$ cat src/rtl/pixel_window_3x3_if.sv
// Pixel stream in / 3x3 window out bundle for pixel_window_3x3.
// The master drives the pixel stream; the slave (the window generator) drives the window side.
interface pixel_window_3x3_if;
   logic        in_valid;
   logic        in_sof;
   logic [7:0]  in_pixel;
   logic        win_valid;
   logic [71:0] win;
   logic [7:0]  out_row;
   logic [7:0]  out_col;
   logic        frame_done;

   modport master (
      output in_valid, in_sof, in_pixel,
      input  win_valid, win, out_row, out_col, frame_done
   );

   modport slave (
      input  in_valid, in_sof, in_pixel,
      output win_valid, win, out_row, out_col, frame_done
   );
endinterface

$ cat src/rtl/pixel_window_3x3.sv
// Streaming 3x3 neighbourhood generator: two line buffers plus a 3-column shift window,
// emitting one registered window per interior pixel of a raster-order grayscale frame.
module pixel_window_3x3 #(
   parameter int unsigned IMG_WIDTH  = 8,
   parameter int unsigned IMG_HEIGHT = 8
) (
   input logic               clk,
   input logic               rst_n,
   pixel_window_3x3_if.slave bus
);
   localparam int unsigned AW       = (IMG_WIDTH > 2) ? $clog2(IMG_WIDTH) : 1;
   localparam logic [7:0]  LAST_COL = 8'(IMG_WIDTH - 1);
   localparam logic [7:0]  LAST_ROW = 8'(IMG_HEIGHT - 1);

   logic [7:0]       col_q, col_d, row_q, row_d;
   logic [8:0][7:0]  sh_q, sh_d;
   logic [71:0]      win_q, win_d;
   logic [7:0]       out_row_q, out_row_d, out_col_q, out_col_d;
   logic             win_valid_q, win_valid_d;
   logic             frame_done_q, frame_done_d;
   logic [7:0]       r, c;
   logic [AW-1:0]    c_idx;
   logic             emit;

   logic [7:0] lb0_q [IMG_WIDTH];
   logic [7:0] lb1_q [IMG_WIDTH];

   always_comb begin
      // in_sof forces the accepted pixel to (0,0) whatever the counters say
      r     = bus.in_sof ? '0 : row_q;
      c     = bus.in_sof ? '0 : col_q;
      c_idx = c[AW-1:0];

      col_d        = col_q;
      row_d        = row_q;
      sh_d         = sh_q;
      win_d        = win_q;
      out_row_d    = out_row_q;
      out_col_d    = out_col_q;
      emit         = 1'b0;
      frame_done_d = 1'b0;

      if (bus.in_valid) begin
         if (c == LAST_COL) begin
            col_d = '0;
            row_d = (r == LAST_ROW) ? '0 : r + 8'd1;
         end else begin
            col_d = c + 8'd1;
            row_d = r;
         end

         for (int unsigned i = 0; i < 3; i++) begin
            sh_d[3*i]     = sh_q[3*i + 1];
            sh_d[3*i + 1] = sh_q[3*i + 2];
         end
         sh_d[2] = lb1_q[c_idx];
         sh_d[5] = lb0_q[c_idx];
         sh_d[8] = bus.in_pixel;

         emit         = (r >= 8'd2) && (c >= 8'd2);
         frame_done_d = (r == LAST_ROW) && (c == LAST_COL);

         if (emit) begin
            win_d     = sh_d;
            out_row_d = r - 8'd1;
            out_col_d = c - 8'd1;
         end
      end
      win_valid_d = emit;
   end

   always_ff @(posedge clk) begin
      if (!rst_n) begin
         col_q        <= '0;
         row_q        <= '0;
         sh_q         <= '0;
         win_q        <= '0;
         out_row_q    <= '0;
         out_col_q    <= '0;
         win_valid_q  <= 1'b0;
         frame_done_q <= 1'b0;
      end else begin
         col_q        <= col_d;
         row_q        <= row_d;
         sh_q         <= sh_d;
         win_q        <= win_d;
         out_row_q    <= out_row_d;
         out_col_q    <= out_col_d;
         win_valid_q  <= win_valid_d;
         frame_done_q <= frame_done_d;
      end
   end

   // Line buffers hold pixel data only; no window is emitted before they are refilled.
   always_ff @(posedge clk) begin
      if (bus.in_valid) begin
         lb1_q[c_idx] <= lb0_q[c_idx];
         lb0_q[c_idx] <= bus.in_pixel;
      end
   end

   assign bus.win        = win_q;
   assign bus.win_valid  = win_valid_q;
   assign bus.out_row    = out_row_q;
   assign bus.out_col    = out_col_q;
   assign bus.frame_done = frame_done_q;
endmodule

$ cat src/flat_wrapper.sv
// flat-port wrapper written by rule: the top's interface ports become plain ports
module pixel_window_3x3_flat 
#(
   parameter int unsigned IMG_WIDTH  = 8,
   parameter int unsigned IMG_HEIGHT = 8
)
  (clk, rst_n, bus_in_valid, bus_in_sof, bus_in_pixel, bus_win_valid, bus_win, bus_out_row, bus_out_col, bus_frame_done);
  pixel_window_3x3_if bus_i ();
  input logic clk;
  input logic rst_n;
  input wire logic [$bits(bus_i.in_valid)-1:0] bus_in_valid;
  input wire logic [$bits(bus_i.in_sof)-1:0] bus_in_sof;
  input wire logic [$bits(bus_i.in_pixel)-1:0] bus_in_pixel;
  output wire logic [$bits(bus_i.win_valid)-1:0] bus_win_valid;
  output wire logic [$bits(bus_i.win)-1:0] bus_win;
  output wire logic [$bits(bus_i.out_row)-1:0] bus_out_row;
  output wire logic [$bits(bus_i.out_col)-1:0] bus_out_col;
  output wire logic [$bits(bus_i.frame_done)-1:0] bus_frame_done;
  assign bus_i.in_valid = bus_in_valid;
  assign bus_i.in_sof = bus_in_sof;
  assign bus_i.in_pixel = bus_in_pixel;
  assign bus_win_valid = bus_i.win_valid;
  assign bus_win = bus_i.win;
  assign bus_out_row = bus_i.out_row;
  assign bus_out_col = bus_i.out_col;
  assign bus_frame_done = bus_i.frame_done;
  pixel_window_3x3 #(.IMG_WIDTH(IMG_WIDTH), .IMG_HEIGHT(IMG_HEIGHT)) u_core (.clk(clk), .rst_n(rst_n), .bus(bus_i));
endmodule
$ cat config.mk
export PLATFORM = sky130hd
export DESIGN_NAME = pixel_window_3x3_flat
export DESIGN_NICKNAME = d
export VERILOG_FILES = /design/src/rtl/pixel_window_3x3_if.sv /design/src/rtl/pixel_window_3x3.sv /design/src/flat_wrapper.sv
export SDC_FILE = /design/constraint.sdc
export NUM_CORES = 1
export LEC_CHECK = 0
export BUFFER_PORTS_ARGS = -buffer_cell sky130_fd_sc_hd__clkbuf_2
export CAP_MARGIN = 20
export CORE_AREA = 2 2 153 266
export DETAILED_ROUTE_END_ITERATION = 8
export DIE_AREA = 0 0 155 268
export PLACE_DENSITY = 0.48
export SYNTH_ARGS = -nofsm -noshare
export SYNTH_HDL_FRONTEND = slang
export SYNTH_SLANG_ARGS = --single-unit
$ cat constraint.sdc
create_clock -name clk -period 3.3 [get_ports clk]
set_clock_uncertainty 0.15 [all_clocks]
set_input_delay 0.66 -clock clk [delete_from_list [all_inputs] [get_ports clk]]
set_output_delay 0.66 -clock clk [all_outputs]
set_load 0.05 [all_outputs]
# [Word level (Yosys, flattened, before mapping)]
# Memory sizes are Yosys's and may differ from the RTL's.
# Index checks and enable logic that the tools add are counted.
[classes] n_reduce_logical=4 mux=7 eq_ne=2 addsub=4 order_cmp=2
[ops] operator="2-to-1 mux 8 bit" count=5
[ops] operator="adder 8 x 1 -> 8 bit (second input constant)" count=2
[ops] operator="equality test 8 x 3 -> 1 bit (second input constant)" count=2
[ops] operator="greater-or-equal comparator 8 x 2 -> 1 bit (second input constant)" count=2
[ops] operator="subtractor 8 x 1 -> 8 bit (second input constant)" count=2
[ops] operator="AND reduction 2 bit" count=2
[ops] operator="logical AND 1 bit" count=2
[ops] operator="2-to-1 mux 1 bit" count=2
[totals] n_memories=2 ram_bits=128 out_inout_bits=90 input_bits=12 reg_bits=154 word_cells=34
[mem_list] name="u_core.lb0_q" words=8 word_bits=8 read_ports=1 rd_ports_with_merged_regs=0 wr=1 line="pixel_window_3x3.sv:25" text="logic [7:0] lb0_q [IMG_WIDTH];"
[mem_list] name="u_core.lb1_q" words=8 word_bits=8 read_ports=1 rd_ports_with_merged_regs=0 wr=1 line="pixel_window_3x3.sv:26" text="logic [7:0] lb1_q [IMG_WIDTH];"

# [Longest topological paths before layout]
[logic_depth] depth_word=4 depth_mapped=12 mapped_depth_nobuf=10

# [Worst setup path after synthesis]
# Ideal clock, no wire load.
[synth_path] path_kind="in2reg" startpoint="input port bus_in_valid" endpoint="memory u_core.lb0_q[6][0] (enable)" arrival_time_ns=2.558 setup_time_ns=0.413 n_path_buf=2 stages=4 required_time_ns=2.737 slack_ns=0.179 path_cell_list="clkbuf_1 clkbuf_1 nand2_1 nor3b_1"
[synth_between] elab_chain_len=2
[synth_rtl] item="start, declared" line="flat_wrapper.sv:11" text="input wire logic [$bits(bus_i.in_valid)-1:0] bus_in_valid;"
[synth_rtl] item="2-to-1 mux 1 bit" line="pixel_window_3x3.sv:96" text="if (bus.in_valid) begin"
[synth_rtl] item="2-to-1 mux 1 bit (implied by the code)" line="pixel_window_3x3.sv:98" text="lb0_q[c_idx] <= bus.in_pixel;"
[synth_rtl] item="end, declared" line="pixel_window_3x3.sv:25"
# Every way passes these cells.

# [Final worst setup path]
[layout_path] startpoint="register u_core.col_q[2]" endpoint="memory u_core.lb1_q[2][3], data pin"
[layout_between] elab_chain_len=2
[layout_rtl] item="start, declared" line="pixel_window_3x3.sv:15" text="logic [7:0] col_q, col_d, row_q, row_d;"
[layout_rtl] item="start signal, assigned" line="pixel_window_3x3.sv:83" text="col_q <= col_d;"
[layout_rtl] item="2-to-1 mux 8 bit" line="pixel_window_3x3.sv:31" text="c = bus.in_sof ? '0 : col_q;"
[layout_rtl] item="memory read (8 x 8 bit)"
[layout_rtl] item="end, declared" line="pixel_window_3x3.sv:26"
# Every way passes these cells.

==> qor.csv <==
stage;metric;value;unit
die;dieArea;41540;um^2
timing;setup_viol;0;
synthesis;synth_area_leaders;edfxtp_1, dfxtp_1, mux2i_1;
critical_path;max_stage_delay;0.66;ns
cells_and_area;fillerInstances;3873;
cells_and_area;final_nets;1123;
drt;wirelength;29960;um
pwr;p_sw_share;22.51;%
synthesis;ys_async_sr_fraction;0;%
synthesis;synth_seq_cells;282;
placed_design;dpl.cell_count;1567;
clock_network;cts_htree_levels;1;
drt;ant_nets;0;
die;rows;96;
critical_path;crit_fanout;12;
critical_path;cp_data_arrival_time;2.92;ns
cells_and_area;final_cell_count_no_fill;1616;
clock_network;root_buffer;clkbuf_16;
pwr;pwr-share-seq;52.7;%
clock_network;post_cts_buffers;0;
pwr;switchingPower;1.606;mW
drt;drtIter0Drc;397;
cells_and_area;drive_above_1_share;27.20;%
grt;grt_max_degree;72;
job;drv_cap;0;
critical_path;critPathBufInv;2;
timing;finalCritPeriodShare;85.08;%
timing;hold_viol;0;
pwr;p_clk_share;41.2;%
worst_hold_path;hold_path.class;flop to flop;
clock_network;cts_buffers;26;
drt;drt_pass1_iterations;5;
drt;wl_per_cell;18.54;um
synthesis;ys_seq_area_share;59.40;%
die;start_util;29.69;%
timing;max_freq;356.2;MHz
clock_network;cts_tree;done;
pwr;internal-power;5.529;mW
clock_network;cts.sinks;282;
grt;grt-ovfl-total;0;
placed_design;port_buffers;101;
synthesis;ys.flop_type;dfxtp_1;
synthesis;netlist_area;11660;um^2
die;boundaryPins;102;
pwr;power_density;522.3;nW/um^2
synthesis;synth_fa_ha_area_share;0.6438;%
clock_network;cts_resized;0;
synthesis;synth_cells;1003;
clock_network;worst_skew_pair.late_latency;0.54;ns
clock_network;clk_pin_slew_worst_paths;0.07;ns
die;dieWidth;155;um
run_status;status;completed;
synthesis;synth_compound_area_share;14.31;%
placed_design;dp_hpwl;19800;um
timing;drv_slew;0;
synthesis;synthSimpleGateAreaFrac;13.85;%
synthesis;syn-num-nets;1021;
pwr;ir_drop;0.3247;mV
critical_path;cp-end-kind;flop;
synthesis;yosysMostFrequentCell;dfxtp_1;
pwr;p_comb_share;6.0;%
timing;rsz0062_at_grt;false;
synthesis;synth_xor_area_share;0.6009;%
grt;grt_pass1_vias;7665;
critical_path;crit_start;u_core.col_q[2];
grt;track_usage;14.23;%
synthesis;synth_top_family_by_area;compound AO/OA/AOI/OAI gates;
die;coreArea;39280;um^2
die;die_y;268;um
drt;via_per_inst;4.756;
synthesis;yosysTopAreaCellShare;32.96;%
critical_path;crit_chain;nand2b_1 -> o22ai_1 -> a2111oi_1 -> buf_4 -> inv_1;
pwr;leakagePower;5.012;nW
critical_path;cp_top_family;compound AO/OA/AOI/OAI gates;
synthesis;avgSynthCellArea;11.63;um^2
timing;hold_ws;0.3048;ns
critical_path;start_kind;flop;
synthesis;yosys.area.top_type;edfxtp_1;
critical_path;cp_data_required_time;3.42;ns
clock_network;clk_path_buf_depth;3;
clock_network;cts_hold_buf;0;
synthesis;yosysUniqueCellTypes;63;
drt;vias;7685;
critical_path;slowest_stage;a2111oi_1;
grt;grt_antenna_before_repair;1;
synthesis;yosys-top-cells-count;dfxtp_1, edfxtp_1, nand2_1, mux2i_1, nor2b_1;
synthesis;yosys_warnings;0;
timing;worst_slew_pin_slew;0.8337;ns
placed_design;place.gp.congestion;0.7764;
synthesis;synthMuxAreaShare;7.006;%
grt;grt_pass1_wl;45390;um
timing;relSlewSlack;42.98;%
cells_and_area;area_growth_syn_to_layout;17.15;%
critical_path;crit-reg2reg-launch;u_core.col_q[2];
worst_hold_path;min_from;u_core.bus.win[55];
synthesis;synth_edf_count;128;
drt;drc;0;
timing;period_needed;2.808;ns
critical_path;critPathKind;flop to flop;
## power groups by stage
| stage | Sequential (mW) | Clock, mW | Combinational (mW) |
|---|---|---|---|
| 6_report | 3.76 | 2.94 | 0.431 |
| 5_1_grt | 3.77 | 3.16 | 0.472 |
| 4_1_cts | 3.76 | 3.04 | 0.443 |
| 3_5_place_dp | 3.84 | 0 | 0.441 |
| 3_3_place_gp | 3.84 | 0 | 0.436 |
| 2_1_floorplan | 3.83 | 0 | 0.262 |
## worst reg2reg max path: cells and delay by family, from the launching register on
kind / cells / cell delay, ns
simple gates: 1 / 0.48
buf+inv: 2 / 0.44
compound gates: 2 / 0.85
flops: 1 / 0.62
## path summary, 6_finish.rpt
path | to | slack (ns) | cells after the start
setup / recovery | u_core.lb1_q[2][3] | 0.49 | 5
hold / removal | u_core.bus.win[55] | 0.30 | 2
setup reg to reg | u_core.lb1_q[2][3] | 0.49 | 5
hold reg to reg | u_core.bus.win[55] | 0.30 | 2
## state kept, by name, summed over array words and instances (netlist names), 8 cells and up
| register | count |
|---|---|
| u_core.bus.win | 72 |
| u_core.lb0_q | 64 |
| u_core.lb1_q | 64 |
| u_core.sh_q | 48 |
| u_core.bus.out_col | 8 |
| u_core.bus.out_row | 8 |
| u_core.col_q | 8 |
| u_core.row_q | 8 |
## layer usage
metal	share of wire (%)	vias to the layer above	global-route usage, %
met5	0	-	0
met3	3.4	39	1.661
met2	55	119	27.54
li1	-	3770	-
met1	39	3757	15.87
met4	2.6	0	4.955
## cell usage in the layout (no fill, tap or decap), drive strengths merged, types with 2 or more instances in the layout
cell     synthesis  routed
nand2          144     144
a2111oi         14      14
inv             16      16
dfxtp          154     154
a32oi            2       2
nor3            12      12
xor2             5       5
nand2b           2       2
a21boi          61      61
nand3b           3       3
ha               6       6
edfxtp         128     128
o21ai           49      49
clkinv           1       8
o22ai           16      16
nor2b           58      58
a31oi            7       7
nand4            3       3
nor2            48      48
nand4b           3       3
buf             33      50
mux2i           76      76
clkbuf          42     140
and3             4       4
o21a             2       2
or4              2       2
nor3b            6       6
mux2             5       5
nor4             6       6
xnor2            3       3
a21oi           54      54
o211a            6       6
o31ai            4       4
nand3           12      12
a221oi           3       3
## final cells by class
class | count | area (um^2) | share of cell area (%)
Clock buffer | 41 | 789.5 | 5.779
Tap cell | 490 | 613.1 | 4.488
Inverter | 17 | 63.81 | 0.4671
Sequential cell | 282 | 6928 | 50.71
Clock inverter | 7 | 35.03 | 0.2565
Timing Repair Buffer | 149 | 945.9 | 6.924
Antenna cell | 1 | 2.502 | 0.01832
Multi-Input combinational cell | 629 | 4283 | 31.35
## through the flow
stage | cell area (um^2) | TNS (ns) | power [mW] | util (%) | worst slack (ns)
2_1_floorplan | 11660 | 0 | 4.088 | - | 0.1789
3_3_place_gp | 12830 | -0.004572 | 4.273 | 32.67 | -0.004572
3_5_place_dp | 12830 | 0 | 4.279 | 32.67 | 0.02703
4_1_cts | 13660 | 0 | 7.239 | 34.77 | 0.4071
5_1_grt | 13660 | 0 | 7.397 | 34.78 | 0.4053
6_report | 13660 | 0 | 7.135 | 34.78 | 0.4924
## cell families after synthesis
logic type | after synthesis
mux | 81
flops | 282
fa+ha+maj | 6
buf+inv | 92
compound gates | 226
simple gates | 308
xor+xnor | 8
(Power assumes the default switching activity.)
